`src/rtl/riscv_mem_pkg.sv`:
```
// Shared definitions for the MEM stage: funct3 access codes, the access FSM
// encoding, the bubble values written to the WB side, and store lane helpers.
package riscv_mem_pkg;

    // Load funct3 encodings
    localparam logic [2:0] F3_LB  = 3'b000;
    localparam logic [2:0] F3_LH  = 3'b001;
    localparam logic [2:0] F3_LW  = 3'b010;
    localparam logic [2:0] F3_LBU = 3'b100;
    localparam logic [2:0] F3_LHU = 3'b101;

    // Store funct3 encodings
    localparam logic [2:0] F3_SB  = 3'b000;
    localparam logic [2:0] F3_SH  = 3'b001;
    localparam logic [2:0] F3_SW  = 3'b010;

    // Access FSM: IDLE accepts a new op, BUSY waits for the bus to answer
    typedef enum logic {
        ST_IDLE = 1'b0,
        ST_BUSY = 1'b1
    } mem_state_e;

    // Bubble values loaded into the WB side while nothing retires
    localparam logic       NOP_REG_WRITE  = 1'b0;
    localparam logic [4:0] NOP_RD_ADDR    = 5'd0;
    localparam logic [1:0] NOP_MEM_TO_REG = 2'b00;

    typedef enum logic [1:0] {
        SZ_BYTE = 2'd0,
        SZ_HALF = 2'd1,
        SZ_WORD = 2'd2
    } acc_size_e;

    // Access width comes from funct3[1:0]; the reserved codes fall to word.
    function automatic acc_size_e access_size(input logic [2:0] funct3);
        acc_size_e sz;
        case (funct3[1:0])
            F3_SB[1:0]: sz = SZ_BYTE;
            F3_SH[1:0]: sz = SZ_HALF;
            F3_SW[1:0]: sz = SZ_WORD;
            default:    sz = SZ_WORD;
        endcase
        return sz;
    endfunction

    function automatic logic is_misaligned(input logic [2:0] funct3,
                                           input logic [1:0] addr_lo);
        logic mis;
        case (access_size(funct3))
            SZ_HALF: mis = addr_lo[0];
            SZ_WORD: mis = |addr_lo;
            default: mis = 1'b0;
        endcase
        return mis;
    endfunction

    function automatic logic [3:0] store_be(input logic [2:0] funct3,
                                            input logic [1:0] addr_lo);
        logic [3:0] be;
        case (access_size(funct3))
            SZ_BYTE: be = 4'b0001 << addr_lo;
            SZ_HALF: be = 4'b0011 << addr_lo;
            default: be = 4'b1111;
        endcase
        return be;
    endfunction

    // Data is replicated so every enabled lane already carries the value.
    function automatic logic [31:0] store_wdata(input logic [2:0]  funct3,
                                                input logic [31:0] rs2);
        logic [31:0] wd;
        case (access_size(funct3))
            SZ_BYTE: wd = {4{rs2[7:0]}};
            SZ_HALF: wd = {2{rs2[15:0]}};
            default: wd = rs2;
        endcase
        return wd;
    endfunction

endpackage

```
`src/rtl/load_align_ext.sv`:
```
// Picks the addressed lane out of the returned bus word and sign/zero extends
// it according to the load funct3.
module load_align_ext
    import riscv_mem_pkg::*;
(
    input  logic [31:0] rdata,
    input  logic [1:0]  addr_lo,
    input  logic [2:0]  funct3,
    output logic [31:0] load_data
);

    logic [7:0]  byte_lane;
    logic [15:0] half_lane;

    // Lane selection by byte offset within the word
    always_comb begin
        byte_lane = rdata[7:0];
        case (addr_lo)
            2'd0:    byte_lane = rdata[7:0];
            2'd1:    byte_lane = rdata[15:8];
            2'd2:    byte_lane = rdata[23:16];
            default: byte_lane = rdata[31:24];
        endcase
        half_lane = addr_lo[1] ? rdata[31:16] : rdata[15:0];
    end

    // Extension by load type; reserved codes return the whole word
    always_comb begin
        load_data = rdata;
        case (funct3)
            F3_LB:   load_data = {{24{byte_lane[7]}}, byte_lane};
            F3_LH:   load_data = {{16{half_lane[15]}}, half_lane};
            F3_LBU:  load_data = {24'd0, byte_lane};
            F3_LHU:  load_data = {16'd0, half_lane};
            F3_LW:   load_data = rdata;
            default: load_data = rdata;
        endcase
    end

endmodule

```
`src/rtl/mem_access_unit.sv`:
```
// MEM stage of the pipeline: drives the data-memory bus for loads/stores,
// stalls upstream while an access is outstanding, and registers the
// instruction into the WB side once it completes.
//
// Bus handshake: an access is presented by raising dmem_req_o with we/addr/be/
// wdata; all of them stay constant until dmem_ready_i is sampled high on a
// rising edge, which completes the access (read data is taken from
// dmem_rdata_i in that same cycle). Ready seen without a request is ignored.
module mem_access_unit
    import riscv_mem_pkg::*;
#(
    parameter int XLEN = 32  // only 32 is supported
) (
    input  logic            clk,
    input  logic            rst,

    input  logic [XLEN-1:0] mem_alu_result_i,
    input  logic [XLEN-1:0] mem_rs2_data_i,
    input  logic [4:0]      mem_rd_addr_i,
    input  logic [XLEN-1:0] mem_pc_plus_4_i,
    input  logic [2:0]      mem_funct3_i,
    input  logic            mem_mem_read_i,
    input  logic            mem_mem_write_i,
    input  logic            mem_reg_write_i,
    input  logic [1:0]      mem_mem_to_reg_i,

    output logic            dmem_req_o,
    output logic            dmem_we_o,
    output logic [XLEN-1:0] dmem_addr_o,
    output logic [3:0]      dmem_be_o,
    output logic [XLEN-1:0] dmem_wdata_o,
    input  logic            dmem_ready_i,
    input  logic [XLEN-1:0] dmem_rdata_i,

    output logic            mem_stall_o,

    output logic [XLEN-1:0] wb_alu_result_o,
    output logic [XLEN-1:0] wb_mem_rdata_o,
    output logic [4:0]      wb_rd_addr_o,
    output logic [XLEN-1:0] wb_pc_plus_4_o,
    output logic            wb_reg_write_o,
    output logic [1:0]      wb_mem_to_reg_o,
    output logic            wb_misaligned_o,

    output logic            dbg_state   // 1 while an access is outstanding
);

    mem_state_e      state;
    logic            mem_op;
    logic            misaligned;
    logic            start_access;

    // Snapshot of the instruction that owns the outstanding access
    logic [1:0]      acc_addr_lo;
    logic [2:0]      acc_funct3;
    logic            acc_is_write;
    logic [XLEN-1:0] acc_alu_result;
    logic [4:0]      acc_rd_addr;
    logic [XLEN-1:0] acc_pc_plus_4;
    logic            acc_reg_write;
    logic [1:0]      acc_mem_to_reg;

    logic [31:0]     load_data;

    assign mem_op       = mem_mem_read_i | mem_mem_write_i;
    assign misaligned   = mem_op & is_misaligned(mem_funct3_i, mem_alu_result_i[1:0]);
    assign start_access = mem_op & ~misaligned;

    // Stall is released in the cycle ready arrives so the pipeline advances
    // on the same edge that retires the access.
    assign mem_stall_o = ~rst & (((state == ST_IDLE) & start_access) |
                                 ((state == ST_BUSY) & ~dmem_ready_i));

    assign dbg_state = (state == ST_BUSY);

    load_align_ext u_load_align_ext (
        .rdata     (dmem_rdata_i),
        .addr_lo   (acc_addr_lo),
        .funct3    (acc_funct3),
        .load_data (load_data)
    );

    // Access FSM with registered bus and WB-side outputs
    always_ff @(posedge clk or posedge rst) begin
        if (rst) begin
            state           <= ST_IDLE;
            dmem_req_o      <= 1'b0;
            dmem_we_o       <= 1'b0;
            dmem_addr_o     <= '0;
            dmem_be_o       <= 4'b0000;
            dmem_wdata_o    <= '0;
            acc_addr_lo     <= 2'd0;
            acc_funct3      <= 3'd0;
            acc_is_write    <= 1'b0;
            acc_alu_result  <= '0;
            acc_rd_addr     <= 5'd0;
            acc_pc_plus_4   <= '0;
            acc_reg_write   <= 1'b0;
            acc_mem_to_reg  <= 2'b00;
            wb_alu_result_o <= '0;
            wb_mem_rdata_o  <= '0;
            wb_rd_addr_o    <= 5'd0;
            wb_pc_plus_4_o  <= '0;
            wb_reg_write_o  <= 1'b0;
            wb_mem_to_reg_o <= 2'b00;
            wb_misaligned_o <= 1'b0;
        end else begin
            // Bubble unless an instruction retires this edge
            wb_alu_result_o <= '0;
            wb_mem_rdata_o  <= '0;
            wb_rd_addr_o    <= NOP_RD_ADDR;
            wb_pc_plus_4_o  <= '0;
            wb_reg_write_o  <= NOP_REG_WRITE;
            wb_mem_to_reg_o <= NOP_MEM_TO_REG;
            wb_misaligned_o <= 1'b0;

            case (state)
                ST_IDLE: begin
                    if (start_access) begin
                        state          <= ST_BUSY;
                        dmem_req_o     <= 1'b1;
                        dmem_we_o      <= mem_mem_write_i;
                        dmem_addr_o    <= {mem_alu_result_i[XLEN-1:2], 2'b00};
                        dmem_be_o      <= mem_mem_write_i
                                          ? store_be(mem_funct3_i, mem_alu_result_i[1:0])
                                          : 4'b1111;
                        dmem_wdata_o   <= mem_mem_write_i
                                          ? store_wdata(mem_funct3_i, mem_rs2_data_i)
                                          : '0;
                        acc_addr_lo    <= mem_alu_result_i[1:0];
                        acc_funct3     <= mem_funct3_i;
                        acc_is_write   <= mem_mem_write_i;
                        acc_alu_result <= mem_alu_result_i;
                        acc_rd_addr    <= mem_rd_addr_i;
                        acc_pc_plus_4  <= mem_pc_plus_4_i;
                        acc_reg_write  <= mem_reg_write_i;
                        acc_mem_to_reg <= mem_mem_to_reg_i;
                    end else if (mem_op) begin
                        // Misaligned: no bus traffic, only the flag retires
                        wb_misaligned_o <= 1'b1;
                    end else begin
                        wb_alu_result_o <= mem_alu_result_i;
                        wb_rd_addr_o    <= mem_rd_addr_i;
                        wb_pc_plus_4_o  <= mem_pc_plus_4_i;
                        wb_reg_write_o  <= mem_reg_write_i;
                        wb_mem_to_reg_o <= mem_mem_to_reg_i;
                    end
                end
                ST_BUSY: begin
                    if (dmem_ready_i) begin
                        state           <= ST_IDLE;
                        dmem_req_o      <= 1'b0;
                        dmem_we_o       <= 1'b0;
                        wb_alu_result_o <= acc_alu_result;
                        wb_mem_rdata_o  <= acc_is_write ? '0 : load_data;
                        wb_rd_addr_o    <= acc_rd_addr;
                        wb_pc_plus_4_o  <= acc_pc_plus_4;
                        wb_reg_write_o  <= acc_reg_write;
                        wb_mem_to_reg_o <= acc_mem_to_reg;
                    end
                end
                default: state <= ST_IDLE;
            endcase
        end
    end

endmodule

```
`config.mk`:
```
export PLATFORM = sky130hd
export DESIGN_NAME = mem_access_unit
export DESIGN_NICKNAME = d
export VERILOG_FILES = /design/src/rtl/riscv_mem_pkg.sv /design/src/rtl/load_align_ext.sv /design/src/rtl/mem_access_unit.sv
export SDC_FILE = /design/constraint.sdc
export NUM_CORES = 1
export LEC_CHECK = 0
export ABC_AREA = 0
export CAP_MARGIN = 20
export CORE_ASPECT_RATIO = 0.8
export CORE_UTILIZATION = 35
export CTS_CLUSTER_DIAMETER = 100
export DETAILED_ROUTE_END_ITERATION = 6
export HOLD_SLACK_MARGIN = 0.15
export SYNTH_ARGS = -nofsm -noshare
export SYNTH_HDL_FRONTEND = slang
export SYNTH_SLANG_ARGS = --single-unit
```
`constraint.sdc`:
```
create_clock -name clk -period 7.9 [get_ports clk]
set_clock_uncertainty 0.1 [all_clocks]
set_input_delay 1.185 -clock clk [delete_from_list [all_inputs] [get_ports clk]]
set_output_delay 1.185 -clock clk [all_outputs]
set_load 0.005 [all_outputs]
```
# --- After elaboration in Yosys (flattened, before gate mapping) ---
# Cells that the tools add are included.
# Widths: inputs -> output; s select.
word_totals:
  register_bits: 252
  output_inout_bits: 177
  in_bits: 144
op_classes:
  n_bitwise: 11
  n_eq_ne: 11
  n_reduce_logical: 7
  mux: 45
  shift: 2
ops:
  columns: ["operator", "count"]
  rows:
  - ["$mux 32", 10]
  - ["$pmux 32 s2", 3]
  - ["$pmux 32 s4", 1]
  - ["$pmux 8 s3", 1]
  - ["$mux 16", 1]
  - ["$mux 5", 3]
  - ["$mux 1", 11]
  - ["$mux 2", 5]
  - ["$pmux 1 s2", 5]
  - ["$pmux 5 s2", 1]
  - ["$eq 2x1->1 const B", 4]
  - ["$pmux 2 s2", 2]
  - ["$pmux 4 s2", 1]
  - ["$eq 3x3->1 const B", 2]
  - ["$logic_not 2->1", 3]
  - ["$and 1x1->1", 5]
  - ["$eq 2x2->1 const B", 2]
  - ["$mux 4", 1]
  - ["$ne 2x2->1 const B", 2]
  - ["$not 1->1", 4]
  - ["$reduce_and 2->1", 2]
  - ["$shl 1x2->4 const A", 1]
  - ["$shl 2x2->4 const A", 1]
  - ["$eq 3x1->1 const B", 1]
  - ["3 further kinds", 4]

# --- Longest topological paths before layout ---
logic_depth:
  ltp_word: 12
  mapped_depth: 6
  ltp_nobuf: 3

# --- Hierarchy ---
# A second synthesis with hierarchy kept.
hier_totals:
  hier_cells: 725
  hier_area_um2: 9181.3
modules_own_cells:
  columns: ["mod", "area_each_um2", "cells_each", "n_inst"]
  rows:
  - ["mem_access_unit", 8458.1, 594, 1]
  - ["load_align_ext", 723.2, 131, 1]

# --- Worst setup path after synthesis ---
# No wires, ideal clock.
synth_timing:
  path_type: "in2out"
  startpoint: "input mem_funct3_i[0]"
  endpoint: "output mem_stall_o"
  cell_stages: 5
  slack_ns: 4.562
  arrival_ns: 2.053
  cell_sequence: "buf_2 nand2_1 nand4b_1 buf_2 a21oi_1"
synth_via:
  elab_chain_len: 10
  elab_cells_between_ends: 12
  classes_between: "eq/ne: 3; mux: 2; bitwise: 6; reduce/logical: 1"
synth_lines:
  columns: ["item", "line", "text"]
  rows:
  - ["start: declaration", "mem_access_unit.sv:21", "input logic [2:0] mem_funct3_i,"]
  - ["$eq 2x1->1 / $logic_not 2->1 (equally long branches)", "riscv_mem_pkg.sv:37", "case (funct3[1:0])"]
  - ["$pmux 2 s2 *", "riscv_mem_pkg.sv:37", null]
  - ["$eq 2x2->1 / $eq 2x1->1 (equally long branches)", "riscv_mem_pkg.sv:49", "case (access_size(funct3))"]
  - ["$pmux 1 s2 *", "riscv_mem_pkg.sv:49", null]
  - ["$and 1x1->1 *", "mem_access_unit.sv:66", "assign misaligned = mem_op & is_misaligned(mem_funct3_i, mem_alu_result_i[1:0]);"]
  - ["$not 1->1 *", "mem_access_unit.sv:67", "assign start_access = mem_op & ~misaligned;"]
  - ["$and 1x1->1 *", "mem_access_unit.sv:67", null]
  - ["$and 1x1->1 *", "mem_access_unit.sv:71", "assign mem_stall_o = ~rst & (((state == ST_IDLE) & start_access) |"]
  - ["$or 1x1->1 *", "mem_access_unit.sv:71", null]
  - ["$and 1x1->1 *", "mem_access_unit.sv:71", null]
  - ["end: declaration", "mem_access_unit.sv:35", "output logic mem_stall_o,"]
# Every way passes the cells marked *; elsewhere a longest branch is shown, timed or not.

# --- Final worst setup path ---
# Same ends and word-level chain as after synthesis.

==> results.toml <==
[final_layout]
final_util_pct = 51.8
final_common_cell = "clkdlybuf4s50_1"
num-fill-cells = 2271
layoutNonFillerInstCount = 1369
multiInputGateArea_um2 = 3400
mostFrequentLayoutCells = "clkdlybuf4s50_1, dfrtp_1, a22o_1"
final_nets = 1139
antenna_cells = 0
finalInstanceArea_um2 = 13600
regArea_um2 = 5510
layout-drive-gt1-share_pct = 17.8
syn2layout_area_growth_pct = 45.5

[routing]
vias = 6590
top_layer_used = "met4"
drt-pass1-iter-count = 4
detail-route-antenna-nets = 0
via_per_inst = 4.81
drt_iter0_markers = 291
post_drt_wl_per_cell_um = 18.5
dr_wl_met2_um = 11000
totalWireLength_um = 25300
met1_length_um = 11400
drc = 0
met3WireLength_um = 2460

[global_route]
grt_remaining_overflow = 0
grt_use_total_pct = 18.5
grt_pass1_vias = 6708
grt_pass1_wl_um = 39200
grt_max_degree = 147
antenna_found_initial = 0

[worst_setup_path]
ff2ff_path_depth = 3
slowest_delay_ps = 1070
critical_path_arrival_ps = 4000
path_buf_inv = 3
path_class = "primary input to primary output"
timing.critical_path.mode_cell = "clkdlybuf4s50_1"
critPathLaunch = "mem_funct3_i[0]"
r2r-start = "dbg_state"
cp-end-kind = "primary output"
crit_chain = "clkdlybuf4s50_1 -> nand2_1 -> nand4b_1 -> buf_4 -> a21oi_1 -> clkdlybuf4s50_1"
cp_max_fo = 52
cp.required_ps = 6610
cp-start-kind = "primary input"
crit_slowest_cell = "clkdlybuf4s50_1"
cpLargestDelayFamily = "buffers and inverters"
path_depth = 6

[clock_tree]
insertion_delay_ps = 510
post_cts_buffers = 0
cts_tree = "built"
clock_sinks = 220
cts_hold_buf = 0
h-tree-depth = 1
cts_made_buffers = 24
cts_resized = 0
cts-root-buf = "clkbuf_16"
cts.clk_slew.worst_paths_ps = 60
clock_tree.buffer_depth = 3

[place]
gp_congestion = 0.783
dpl.cell_count = 1324
place_area_um2 = 12700
hpwl_um = 17000
portBuffers = 318

[pwr]
p_int_w = 0.00260
vdd_drop_max_v = 0.000123
power_switching_w = 0.000939
finalPower_w = 0.00354
p_per_area_nw_per_um2 = 261
pwr-share-seq_pct = 42.2
power.leakage_nw = 5.86
pwr-share-comb_pct = 26.5
swShare_pct = 26.5
pwr-share-clk_pct = 31.3

[synthesis]
synth_cells = 694
async_flop_share_pct = 100
synthDistinctLibCells = 43
synth_edf_count = 0
ys_ff_latch = 220
ys.flop_type = "dfrtp_1"
yosysWarnings = 0
ys_seq_area_share_pct = 59.1
synth_area_per_cell_um2 = 13.4
syn_area_um2 = 9320

[die]
design.die.area_um2 = 27300
num_rows = 53
num_io_pins = 321
dieWidth_um = 184
die_h_um = 148
initial_core_util_pct = 35.6
core_area_um2 = 26200

[min_path]
hold_class = "flip-flop to flip-flop"
min_path_cells = 1
min-delay-start = "acc_pc_plus_4[15]"

[timing]
worst_slew_pin_slew_ps = 953
tns_ps = 0
worst_slew_margin_rel_pct = 36.5
rsz0062_at_grt = "no"
hold_viol_final = 0
fmax_mhz = 189
slew_viol_final = 0
min_period_ps = 5280
setup_viol = 0
period_share_pct = 66.9

[run]
maxCapViolations = 0

[run_status]
status = "finished clean"
==> power by group through the flow <==
| stage | clock [W] | sequential [W] | combinational [W] |
|---|---|---|---|
| floorplan | 0 | 0.00149 | 0.000448 |
| global placement | 0 | 0.00151 | 0.000938 |
| detailed placement | 0 | 0.00151 | 0.000946 |
| CTS | 0.00115 | 0.00150 | 0.000949 |
| global route | 0.00119 | 0.00153 | 0.00102 |
| finish | 0.00111 | 0.00149 | 0.000939 |
==> final timing paths <==
| path | to | slack [ps] |
|---|---|---|
| hold / removal | wb_pc_plus_4_o[15] | 390 |
| min in group asynchronous | dmem_wdata_o[4] | 940 |
| setup / recovery | mem_stall_o | 2620 |
| hold reg to reg | wb_pc_plus_4_o[15] | 390 |
| max in group asynchronous | wb_mem_rdata_o[20] | 5560 |
| setup reg to reg | dmem_wdata_o[17] | 5320 |
==> through the flow <==
| step | setup slack, ps | hold slack, ps |
|---|---|---|
| after floorplan | 594 | 367 |
| after global placement | 2650 | 375 |
| after detailed placement | 2630 | 378 |
| after CTS | 2600 | 392 |
| after global routing | 2260 | 416 |
| final | 2620 | 391 |
==> layout make-up <==
class	instances	area share, %
Sequential cell	220	40.6
Timing Repair Buffer	328	24.1
Tap cell	357	3.30
Clock buffer	32	5.18
Multi-Input combinational cell	384	25.1
Inverter	37	1.08
Clock inverter	11	0.637
==> per-layer routing <==
| metal | global-route usage, % | vias to the layer above |
|---|---|---|
| li1 | - | 3086 |
| met1 | 25.6 | 3230 |
| met2 | 28.1 | 245 |
| met3 | 6.31 | 29 |
| met4 | 3.62 | 0 |
| met5 | 0 | - |
==> kinds of logic (layout without fill, tap and decap cells) <==
kind of cell	Yosys count	after routing	share of synthesized area (%)
DFF	220	220	59.1
AOI/OAI and AO/OA	155	155	12.8
muxes	140	140	18.4
buffers and inverters	91	408	4.62
and+or+nand+nor	87	87	5.02
other	1	2	0.0403
==> synthesized netlist by cell type, types with 7 or more instances <==
cell type	n	area share (%)
a22o_1	72	6.8
or3b_2	9	0.85
clkbuf_1	24	0.97
inv_1	36	1.5
dfrtp_1	220	59
buf_6	7	0.85
a211oi_1	8	0.64
nand2b_1	12	0.81
o21a_1	7	0.56
buf_2	20	1.1
nor2_1	21	0.85
o211ai_1	9	0.73
mux2_2	69	8.3
a2111oi_0	7	0.66
mux2_4	43	6.9
nand2_1	27	1.1
mux2i_1	27	2.9
a21oi_1	9	0.48
nor3b_1	7	0.56
o21ai_0	27	1.5
No activity file was read; power rests on OpenSTA's default activity.
